### config.mk
export PLATFORM = sky130hd
export DESIGN_NAME = uart_hex_printer
export DESIGN_NICKNAME = d
export VERILOG_FILES = /design/src/rtl/debug_print_pkg.sv /design/src/rtl/hex_nibble_to_ascii.sv /design/src/rtl/uart_hex_printer.sv
export SDC_FILE = /design/constraint.sdc
export NUM_CORES = 1
export LEC_CHECK = 0
export CAP_MARGIN = 20
export CORE_MARGIN = 10
export CORE_UTILIZATION = 54
export CTS_CLUSTER_DIAMETER = 150
export CTS_CLUSTER_SIZE = 8
export DETAILED_ROUTE_END_ITERATION = 6
export PLACE_DENSITY = 0.85
export SLEW_MARGIN = 10
export SYNTH_ARGS = -nofsm -noshare
export SYNTH_HDL_FRONTEND = slang
export SYNTH_SLANG_ARGS = --single-unit
export TNS_END_PERCENT = 1
### constraint.sdc
create_clock -name clk_i -period 5.55 [get_ports clk_i]
set_input_delay 0.8325 -clock clk_i [delete_from_list [all_inputs] [get_ports clk_i]]
set_output_delay 0.8325 -clock clk_i [all_outputs]
set_load 0.01 [all_outputs]
### src/rtl/debug_print_pkg.sv
// Shared ASCII constants and formatter state encoding for the debug print path.
package debug_print_pkg;

  localparam logic [7:0] ASCII_0  = 8'h30;
  localparam logic [7:0] ASCII_UA = 8'h41;
  localparam logic [7:0] ASCII_LA = 8'h61;
  localparam logic [7:0] ASCII_X  = 8'h78;
  localparam logic [7:0] ASCII_CR = 8'h0D;
  localparam logic [7:0] ASCII_LF = 8'h0A;

  typedef enum logic [2:0] {
    IDLE,
    PREFIX,
    DIGITS,
    CR,
    LF
  } state_t;

endpackage

### src/rtl/hex_nibble_to_ascii.sv
// Combinational nibble-to-ASCII hex digit converter, shared by debug printers.
module hex_nibble_to_ascii
  import debug_print_pkg::*;
(
  input  logic [3:0] nibble,
  input  logic       upper,
  output logic [7:0] ascii
);

  always_comb begin
    ascii = ASCII_0 + {4'h0, nibble};
    if (nibble > 4'd9) begin
      ascii = (upper ? ASCII_UA : ASCII_LA) + {4'h0, nibble} - 8'd10;
    end
  end

endmodule

### src/rtl/uart_hex_printer.sv
// Streams a captured word as ASCII hex (MS nibble first) to uart_tx with valid/ready on both sides.
// Optional "0x" prefix is compiled in when UART_HEX_PRINTER_PREFIX_EN is defined.
module uart_hex_printer
  import debug_print_pkg::*;
#(
  parameter int DATA_WIDTH  = 32,
  parameter bit UPPERCASE   = 1'b1,
  parameter bit APPEND_CRLF = 1'b1
) (
  input  logic                  clk_i,
  input  logic                  rst_i,
  input  logic [DATA_WIDTH-1:0] value_i,
  input  logic                  value_valid_i,
  output logic                  value_ready_o,
  output logic [7:0]            tx_data_o,
  output logic                  tx_data_valid_o,
  input  logic                  tx_data_ready_i,
  output logic                  busy_o
);

  localparam int NUM_DIGITS = DATA_WIDTH / 4;
  localparam int CNT_W      = $clog2(NUM_DIGITS) + 1;
  localparam logic [CNT_W-1:0] LAST_CNT = CNT_W'(NUM_DIGITS - 1);

  state_t                state_reg, state_next;
  logic [DATA_WIDTH-1:0] sr_reg, sr_next;
  logic [CNT_W-1:0]      cnt_reg, cnt_next;
  logic [7:0]            tx_data_reg, tx_data_next;
  logic                  tx_valid_reg, tx_valid_next;
  logic                  ready_reg, ready_next;
  logic                  busy_reg, busy_next;

  logic                  accept;
  logic                  tx_fire;
  logic [DATA_WIDTH-1:0] sr_shifted;
  logic [3:0]            nibble_sel;
  logic [7:0]            nibble_ascii;

  assign accept     = value_valid_i && ready_reg;
  assign tx_fire    = tx_valid_reg && tx_data_ready_i;
  assign sr_shifted = sr_reg << 4;

  // The converter always prepares the byte that follows the one on the bus.
  always_comb begin
    nibble_sel = sr_shifted[DATA_WIDTH-1 -: 4];
    if (state_reg == IDLE) begin
      nibble_sel = value_i[DATA_WIDTH-1 -: 4];
    end
`ifdef UART_HEX_PRINTER_PREFIX_EN
    if (state_reg == PREFIX) begin
      nibble_sel = sr_reg[DATA_WIDTH-1 -: 4];
    end
`endif
  end

  hex_nibble_to_ascii u_conv (
    .nibble (nibble_sel),
    .upper  (UPPERCASE),
    .ascii  (nibble_ascii)
  );

  always_ff @(posedge clk_i) begin
    if (rst_i) begin
      state_reg    <= IDLE;
      sr_reg       <= '0;
      cnt_reg      <= '0;
      tx_data_reg  <= 8'h00;
      tx_valid_reg <= 1'b0;
      ready_reg    <= 1'b1;
      busy_reg     <= 1'b0;
    end else begin
      state_reg    <= state_next;
      sr_reg       <= sr_next;
      cnt_reg      <= cnt_next;
      tx_data_reg  <= tx_data_next;
      tx_valid_reg <= tx_valid_next;
      ready_reg    <= ready_next;
      busy_reg     <= busy_next;
    end
  end

  always_comb begin
    state_next    = state_reg;
    sr_next       = sr_reg;
    cnt_next      = cnt_reg;
    tx_data_next  = tx_data_reg;
    tx_valid_next = tx_valid_reg;
    ready_next    = ready_reg;
    busy_next     = busy_reg;

    case (state_reg)
      IDLE: begin
        if (accept) begin
          sr_next       = value_i;
          cnt_next      = '0;
          tx_valid_next = 1'b1;
          ready_next    = 1'b0;
          busy_next     = 1'b1;
`ifdef UART_HEX_PRINTER_PREFIX_EN
          state_next    = PREFIX;
          tx_data_next  = ASCII_0;
`else
          state_next    = DIGITS;
          tx_data_next  = nibble_ascii;
`endif
        end
      end
`ifdef UART_HEX_PRINTER_PREFIX_EN
      PREFIX: begin
        if (tx_fire) begin
          // The bus byte tells which half of "0x" is being sent.
          if (tx_data_reg == ASCII_0) begin
            tx_data_next = ASCII_X;
          end else begin
            state_next   = DIGITS;
            tx_data_next = nibble_ascii;
          end
        end
      end
`endif
      DIGITS: begin
        if (tx_fire) begin
          sr_next  = sr_shifted;
          cnt_next = cnt_reg + CNT_W'(1);
          if (cnt_reg == LAST_CNT) begin
            if (APPEND_CRLF) begin
              state_next   = CR;
              tx_data_next = ASCII_CR;
            end else begin
              state_next    = IDLE;
              tx_valid_next = 1'b0;
              ready_next    = 1'b1;
              busy_next     = 1'b0;
            end
          end else begin
            tx_data_next = nibble_ascii;
          end
        end
      end
      CR: begin
        if (tx_fire) begin
          state_next   = LF;
          tx_data_next = ASCII_LF;
        end
      end
      LF: begin
        if (tx_fire) begin
          state_next    = IDLE;
          tx_valid_next = 1'b0;
          ready_next    = 1'b1;
          busy_next     = 1'b0;
        end
      end
      default: begin
        state_next    = IDLE;
        tx_valid_next = 1'b0;
        ready_next    = 1'b1;
        busy_next     = 1'b0;
      end
    endcase
  end

  assign value_ready_o   = ready_reg;
  assign tx_data_o       = tx_data_reg;
  assign tx_data_valid_o = tx_valid_reg;
  assign busy_o          = busy_reg;

endmodule

==> reports/metrics.cfg, run 1 <==
[yosys]
ys.flop_type = dfxtp_1
syn_area_per_cell_um2 = 7.90
synth.net_count = 305
synthCells = 267
synth.distinct_cells = 42
netlist_area_um2 = 2110
synth_warnings = 0
synthArstFlopShare_pct = 0
synth-seq-cells = 44
synth-edff-count = 0
ys_seq_area_share_pct = 41.8

[layout]
fillCellCount = 318
fin_nets = 339
diodes = 0
final_common_cell = nand2_1
syn_to_final_growth_pct = 24.8
largest_reg_flops = 28
mostFrequentLayoutCells = nand2_1, clkdlybuf4s50_1, dfxtp_1, nor2_1, a311oi_1
drive_gt1_share_pct = 6.62

[die]
start_util_pct = 56.7
die_h_um = 82.5
die_w_um = 82.5
dieArea_um2 = 6800
coreArea_um2 = 3720
boundaryPins = 47
num_rows = 22

[critical_path]
cp-start-kind = primary input
cp.required_ns = 5.80
setup.worst_path.end_class = flop
worstPathArrival_ns = 2.99
path_max_fanout = 59
critPathKind = primary input to flop

[routing]
drc = 0
routed_wl_um = 4780
wire_per_inst_um = 13.7
drtIter0Drc = 133
viasPerCell = 5.45
num_vias = 1909
dr.pass1.iters = 4
ant_nets = 0

[flow_run]
cap_viol_max_count = 0

[placed_design]
io_buffers = 45
place.gp.congestion = 0.807
place_worst_setup_slack_ns = 2.49
hpwl_um = 3370

[sta]
fin_crit_sh_pct = 49.4
max-slew-margin-rel_pct = 32.1
worst_pin_slew_ns = 1.02
rsz0062_at_grt = no
fin_worst_skew_ns = 0.00237
fmax_ghz = 0.365
setup_viol = 0
slew_violations = 0
hold_viol = 0
setup_ws_ns = 2.81
post-route-min-period_ns = 2.74
fin_tns_setup_ns = 0

[clock_tree]
root_buffer = clkbuf_8
clockBufferDepth = 2
numCtsBuffers = 5
h-tree-depth = 2
cts_tree = done
clk_latency_ns = 0.30
path_clk_slew_ns = 0.08
cts_setup_buffers = 0
post_cts_resized = 0
ctsHoldBuffers = 0
cts_sinks = 44

[pwr]
p_per_area_nw_per_um2 = 279
vdd_drop_max_uv = 196
leakagePower_uw = 0.00101

[grt]
grt_max_degree = 60
grt_pass1_wl_um = 7870
grt_usage_pct = 14.6
antenna_found_initial = 0
grt-ovfl-total = 0
first_global_vias = 1790

[hold_path]
hold_class = flop to flop

[run_status]
outcome = finished clean

final cells by class:
cell class	count	area [um^2]	share of cell area, %
Clock inverter	2	10.0	0.380
Inverter	4	15.0	0.571
Clock buffer	6	82.6	3.14
Sequential cell	44	881	33.5
Timing Repair Buffer	47	473	18.0
Tap cell	48	60.1	2.28
Multi-Input combinational cell	199	1110	42.2
metrics by stage:
stage / total power (uW) / area [um^2] / hold WS, ns / utilization [%] / std cells
3_5_place_dp: 535 / 2520 / 0.438 / 67.9 / 341
3_3_place_gp: 531 / 2520 / 0.434 / 67.9 / 341
5_1_grt: 776 / 2630 / 0.479 / 70.8 / 350
6_report: 733 / 2630 / 0.452 / 70.8 / 350
4_1_cts: 738 / 2620 / 0.454 / 70.4 / 349
2_1_floorplan: 477 / 2110 / 0.432 / - / 267
path summary, 6_finish.rpt:
path / end / start / depth (start not counted) / slack [ns]
worst max register to register: tx_data_o[4] / state_reg[1] / 5 / 3.32
worst max-delay path: tx_data_o[4] / value_valid_i / 6 / 2.81
worst min-delay path: tx_data_o[4] / tx_data_o[4] / 1 / 0.45
worst min register to register: tx_data_o[4] / tx_data_o[4] / 1 / 0.45
where the power goes:
group / total (uW) / leakage [uW] / switching (uW) / internal (uW)
Sequential: 363 / 0.000362 / 18.2 / 345
Combinational: 165 / 0.000597 / 85.7 / 79.8
Clock: 205 / 0.0000510 / 106 / 99.3
Total: 733 / 0.00101 / 210 / 524
cells by family (layout without fill, tap and decap cells):
logic type                 count (synthesis)  count (layout)  share of synthesized area, %
AOI/OAI and AO/OA                         63              63                          22.3
adders and majority gates                  2               2                          1.19
buffers and inverters                     24              59                          5.64
DFF                                       44              44                          41.8
muxes                                      5               5                          2.55
other                                      1               1                         0.178
and+or+nand+nor                          128             128                          26.4
cell usage after synthesis, drive strengths merged (2+ instances only):
library cell / count / area share (%)
nand2: 58 / 10
or2: 2 / 0.59
nand2b: 5 / 1.5
mux2i: 5 / 2.6
a21oi: 17 / 4.2
a21o: 3 / 1.1
nor2: 40 / 7.2
clkbuf: 7 / 1.2
dfxtp: 44 / 42
inv: 4 / 0.71
ha: 2 / 1.2
nand3: 9 / 2.1
o21ai: 6 / 1.6
nor3: 8 / 2.4
buf: 13 / 3.7
a311oi: 25 / 10
o21a: 2 / 0.71
layer usage:
metal | vias to the layer above | GRT usage [%] | part of all wire, %
met5 | - | 0 | 0
met4 | 0 | 5.27 | 0.52
met2 | 44 | 24.9 | 50
met1 | 860 | 16.1 | 43
li1 | 1003 | - | -
met3 | 2 | 5.62 | 6.4
critical path, stage by stage:
cell             delay, ns
clkdlybuf4s50_1       0.53
and3b_1               0.24
o21a_2                0.82
nand3_1               0.19
o21ba_1               0.30
a21o_1                0.08
Power figures use the tool's default switching activity.
==> inputs of run 2 (changes only) <==
- CORE_UTILIZATION: 54 -> 45
- PLACE_DENSITY: 0.85 -> 0.75
- clock period: 5.55 -> 2.5 ns (I/O delays scaled with it)
==> reports/metrics.cfg, run 2 (synthesis results as in run 1) <==
[pwr]
leakagePower_uw = 0.00102  ; +0.87%
p_per_area_nw_per_um2 = 620  ; +120%
vdd_drop_max_uv = 227  ; +16%

[sta]
worst_pin_slew_ns = 0.521  ; -0.496 ns
setup_ws_ns = 0.331  ; -2.48 ns
fmax_ghz = 0.461
post-route-min-period_ns = 2.17
fin_crit_sh_pct = 86.8
max-slew-margin-rel_pct = 64.3  ; +32 points
setup_viol = 0  ; unchanged
rsz0062_at_grt = no
hold_viol = 0  ; unchanged
slew_violations = 0  ; unchanged
fin_worst_skew_ns = 0.00237  ; -0.00000747 ns
fin_tns_setup_ns = 0  ; unchanged

[clock_tree]
cts_setup_buffers = 0  ; unchanged
path_clk_slew_ns = 0.08  ; about the same
numCtsBuffers = 5  ; unchanged
ctsHoldBuffers = 0  ; unchanged
post_cts_resized = 0  ; unchanged
cts_tree = done
root_buffer = clkbuf_8
clockBufferDepth = 2  ; unchanged
h-tree-depth = 2  ; unchanged
clk_latency_ns = 0.30  ; about the same
cts_sinks = 44  ; unchanged

[critical_path]
r2r-end = tx_data_o[1]
path_max_fanout = 9  ; -85%
rr_worst_depth = 7  ; +2
r2r-start = state_reg[2]
critical_path.cell_chain = nor3_4 > mux2i_1 > inv_1 > ha_1 > nor3_1 > o211ai_1 > a211oi_2
slowest_delay_ns = 0.42  ; -0.40 ns
rrSetupSlack_ns = 0.33  ; -2.99 ns
crit_slowest_cell = dfxtp_1
cp_top_family = simple AND/OR/NAND/NOR gates
cp_num_buf_inv = 1  ; unchanged
cp.required_ns = 2.72  ; -3.08 ns
worstPathArrival_ns = 2.39  ; -0.60 ns
critPathKind = flop to flop
cp-start-kind = flop
setup.worst_path.end_class = flop

[routing]
ant_nets = 0  ; unchanged
num_vias = 1938  ; +1.5%
viasPerCell = 5.43  ; -0.47%
dr.pass1.iters = 4  ; unchanged
drtIter0Drc = 76  ; -43%
drc = 0  ; unchanged
wire_per_inst_um = 13.7  ; about the same
routed_wl_um = 4870  ; +1.9%

[grt]
antenna_found_initial = 0  ; unchanged
first_global_vias = 1823  ; +1.8%
grt-ovfl-total = 0  ; unchanged
grt_pass1_wl_um = 8230  ; +4.6%
grt_max_degree = 43  ; -28%
grt_usage_pct = 12.9  ; -1.6 points

[die]
num_rows = 24  ; +9.1%
boundaryPins = 47  ; unchanged
dieArea_um2 = 7820  ; +15%
die_h_um = 88.4  ; +7.2%
die_w_um = 88.4  ; +7.2%
coreArea_um2 = 4440  ; +20%
start_util_pct = 47.4  ; -9.3 points

[run_status]
outcome = finished clean

[layout]
final_common_cell = nand2_1
fillCellCount = 403  ; +27%
largest_reg_flops = 28  ; unchanged
syn_to_final_growth_pct = 26.6
diodes = 0  ; unchanged
mostFrequentLayoutCells = nand2_1, clkdlybuf4s50_1, dfxtp_1, nor2_1, a311oi_1
fin_nets = 342  ; +0.88%
drive_gt1_share_pct = 7.54  ; +0.92 points
fin_cells = 357  ; +2.0%
fin_area_um2 = 2670  ; +1.4%

[placed_design]
io_buffers = 45  ; unchanged
placed_area_um2 = 2570  ; +1.9%
place.gp.congestion = 0.797  ; -1.2%
hpwl_um = 3470  ; +2.8%
placed_cells = 349  ; +2.3%
place_worst_setup_slack_ns = 0.279  ; -2.21 ns

[hold_path]
whs_path_depth = 1  ; unchanged
hold_start = tx_data_o[5]
hold_class = flop to flop
min_to = tx_data_o[5]

[flow_run]
cap_viol_max_count = 0  ; unchanged

-- run 2: cell type report --
type / count / area (um^2) / area share (%)
clock inverter: 2 / 15.0 / 0.563
inverter: 4 / 15.0 / 0.563
tap: 52 / 65.1 / 2.44
sequential: 44 / 881 / 33.0
multi-input combinational: 199 / 1110 / 41.6
clock buffer: 6 / 82.6 / 3.09
timing repair buffer: 50 / 500 / 18.8
-- run 2: per-layer routing --
layer  vias up  GRT usage, %  routed length (um)
li1       1009             -                   -
met1       883          15.8                2240
met2        41          20.1                2250
met3         5          3.77                 293
met4         0          6.75                  90
met5         -             0                   0
-- run 2: how the worst max path moves through the flow --
stage	depth (start not counted)	slack [ns]	start	to
after global routing	7	0.12	state_reg[2]	tx_data_o[3]
final	7	0.33	state_reg[2]	tx_data_o[1]
after CTS	7	0.33	state_reg[2]	tx_data_o[1]
after global placement	6	0.38	tx_data_ready_i	sr_reg[20]
after floorplan	8	0.56	state_reg[2]	tx_data_o[0]
after detailed placement	6	0.28	value_valid_i	sr_reg[5]
-- run 2: through the flow --
step	hold WS (ns)	util (%)	total power [uW]
finish	0.456	60.1	1660
global route	0.479	60.1	1750
CTS	0.463	60.1	1680
detailed placement	0.444	57.9	1200
global placement	0.432	57.9	1190
floorplan	0.432	-	1060
-- run 2: power breakdown --
| group | internal, uW | switching (uW) | total [uW] |
|---|---|---|---|
| Clock | 224 | 251 | 475 |
| Sequential | 765 | 41.2 | 807 |
| Combinational | 182 | 191 | 374 |
-- run 2: worst register-to-register path: stages, from the launching register on --
cell      delay, ns
dfxtp_1        0.42
nor3_4         0.40
mux2i_1        0.33
inv_1          0.09
ha_1           0.25
nor3_1         0.22
o211ai_1       0.15
a211oi_2       0.24
==> inputs of run 3 (changes only) <==
- CORE_MARGIN: 10 -> 3
==> reports/metrics.cfg, run 3 (synthesis results as in run 1) <==
[sta]
rsz0062_at_grt = no
fin_worst_skew_ns = 0.00584  ; +0.00348 ns
slew_violations = 0  ; unchanged
setup_viol = 0  ; unchanged
fin_crit_sh_pct = 90.1  ; +3.3 points
fmax_ghz = 0.444  ; -3.7%
hold_viol = 0  ; unchanged
max-slew-margin-rel_pct = 62.9  ; -1.4 points
fin_tns_setup_ns = 0  ; unchanged
post-route-min-period_ns = 2.25  ; +0.0831 ns
worst_pin_slew_ns = 0.542  ; +0.0209 ns
setup_ws_ns = 0.248  ; -0.0831 ns

[placed_design]
hpwl_um = 3110  ; -10%
place.gp.congestion = 0.881  ; +11%
io_buffers = 45  ; unchanged
placed_area_um2 = 2560  ; -0.29%
place_worst_setup_slack_ns = 0.398  ; +0.119 ns

[clock_tree]
path_clk_slew_ns = 0.08  ; about the same
cts_setup_buffers = 0  ; unchanged
numCtsBuffers = 5  ; unchanged
post_cts_resized = 0  ; unchanged
clockBufferDepth = 2  ; unchanged
ctsHoldBuffers = 0  ; unchanged
cts_tree = done
root_buffer = clkbuf_8
cts_sinks = 44  ; unchanged
clk_latency_ns = 0.29  ; about the same
h-tree-depth = 2  ; unchanged

[grt]
gr-usage-met2_pct = 29.5  ; +9.4 points
grtUsageMet1_pct = 21.4  ; +5.5 points
met3_usage_pct = 4.86  ; +1.1 points
grt-ovfl-total = 0  ; unchanged
grt_usage_pct = 17.5  ; +4.6 points
grt-busiest-layer = met2
grt_max_degree = 56  ; +30%
grt_pass1_wl_um = 7600  ; -7.6%
antenna_found_initial = 0  ; unchanged
first_global_vias = 1743  ; -4.4%

[pwr]
p_comb_share_pct = 21.6  ; -1.0 points
swShare_pct = 27.2  ; -2.0 points
p_int_uw = 1270  ; +8.8%
vdd_drop_max_uv = 299  ; +32%
p_clk_share_pct = 32.4  ; +3.7 points
p_per_area_nw_per_um2 = 652  ; +5.2%
switching_power_uw = 477  ; -1.4%
seqPwrFrac_pct = 46.1  ; -2.6 points
leakagePower_uw = 0.00103  ; +1.2%

[critical_path]
slowest_delay_ns = 0.41  ; about the same
critPathKind = flop to flop
cp.required_ns = 2.72  ; about the same
cp-start-kind = flop
crit_slowest_cell = dfxtp_1
worstPathArrival_ns = 2.47  ; +0.08 ns
setup.worst_path.end_class = flop
critical_path.cell_chain = nor3_4 > mux2i_1 > inv_1 > ha_1 > nor3_1 > o211ai_1 > a211oi_2
path_max_fanout = 9  ; unchanged

[routing]
dr.pass1.iters = 4  ; unchanged
drc = 0  ; unchanged
drtIter0Drc = 120  ; +58%
routed_wl_um = 4680  ; -3.9%
wire_per_inst_um = 13.2  ; -3.6%
ant_nets = 0  ; unchanged
viasPerCell = 5.48  ; +0.90%
num_vias = 1950  ; +0.62%

[die]
die_h_um = 74.4  ; -16%
die_w_um = 74.4  ; -16%
num_rows = 24  ; unchanged
start_util_pct = 47.4  ; unchanged
coreArea_um2 = 4440  ; unchanged
boundaryPins = 47  ; unchanged
dieArea_um2 = 5540  ; -29%

[run_status]
outcome = finished clean

[layout]
fin_nets = 341  ; -0.29%
diodes = 0  ; unchanged
final_common_cell = nand2_1
syn_to_final_growth_pct = 27.4
fillCellCount = 416  ; +3.2%
mostFrequentLayoutCells = nand2_1, clkdlybuf4s50_1, dfxtp_1, nor2_1, a311oi_1
fin_area_um2 = 2690  ; +0.61%
largest_reg_flops = 28  ; unchanged
post-route-util_pct = 60.4  ; +0.37 points
drive_gt1_share_pct = 7.24  ; -0.30 points

[flow_run]
cap_viol_max_count = 0  ; unchanged

[hold_path]
hold_class = flop to flop

[run 3: final timing paths]
| path | end | slack [ns] | start | cells after the start |
|---|---|---|---|---|
| max reg2reg | tx_data_o[1] | 0.25 | state_reg[2] | 7 |
| min reg2reg | tx_data_o[4] | 0.45 | tx_data_o[4] | 1 |
| max | tx_data_o[1] | 0.25 | state_reg[2] | 7 |
| min | tx_data_o[4] | 0.45 | tx_data_o[4] | 1 |
[run 3: cell type report]
type | instances | area, um^2 | area share, %
Inverter | 4 | 15.0 | 0.559
Clock inverter | 2 | 38.8 | 1.44
Timing Repair Buffer | 49 | 493 | 18.4
Clock buffer | 6 | 82.6 | 3.08
Sequential cell | 44 | 881 | 32.8
Tap cell | 52 | 65.1 | 2.42
Multi-Input combinational cell | 199 | 1110 | 41.3
[run 3: worst max-delay path, delay by kind of cell (launching register included)]
family	cells	cell delay [ns]
compound gates	2	0.40
fa+ha+maj	1	0.26
buf+inv	1	0.11
flops	1	0.41
mux	1	0.34
simple gates	2	0.65
[run 3: through the flow]
step | power, uW | std cells | hold slack, ns
3_3_place_gp | 1190 | 348 | 0.433
3_5_place_dp | 1200 | 348 | 0.440
6_report | 1750 | 356 | 0.454
5_1_grt | 1850 | 356 | 0.472
4_1_cts | 1770 | 356 | 0.459
2_1_floorplan | 1060 | 267 | 0.432
[run 3: power by group through the flow]
stage	logic [uW]	registers (uW)	clock network, uW
final	378	807	567
after global routing	421	815	610
after detailed placement	375	824	0
after floorplan	239	819	0
after CTS	381	807	580
after global placement	368	822	0
[run 3: routing by layer]
layer | part of all wire [%] | routed length (um)
met5 | 0 | 0
met4 | 1.5 | 72
met2 | 49 | 2300
met3 | 5.0 | 233
met1 | 44 | 2080
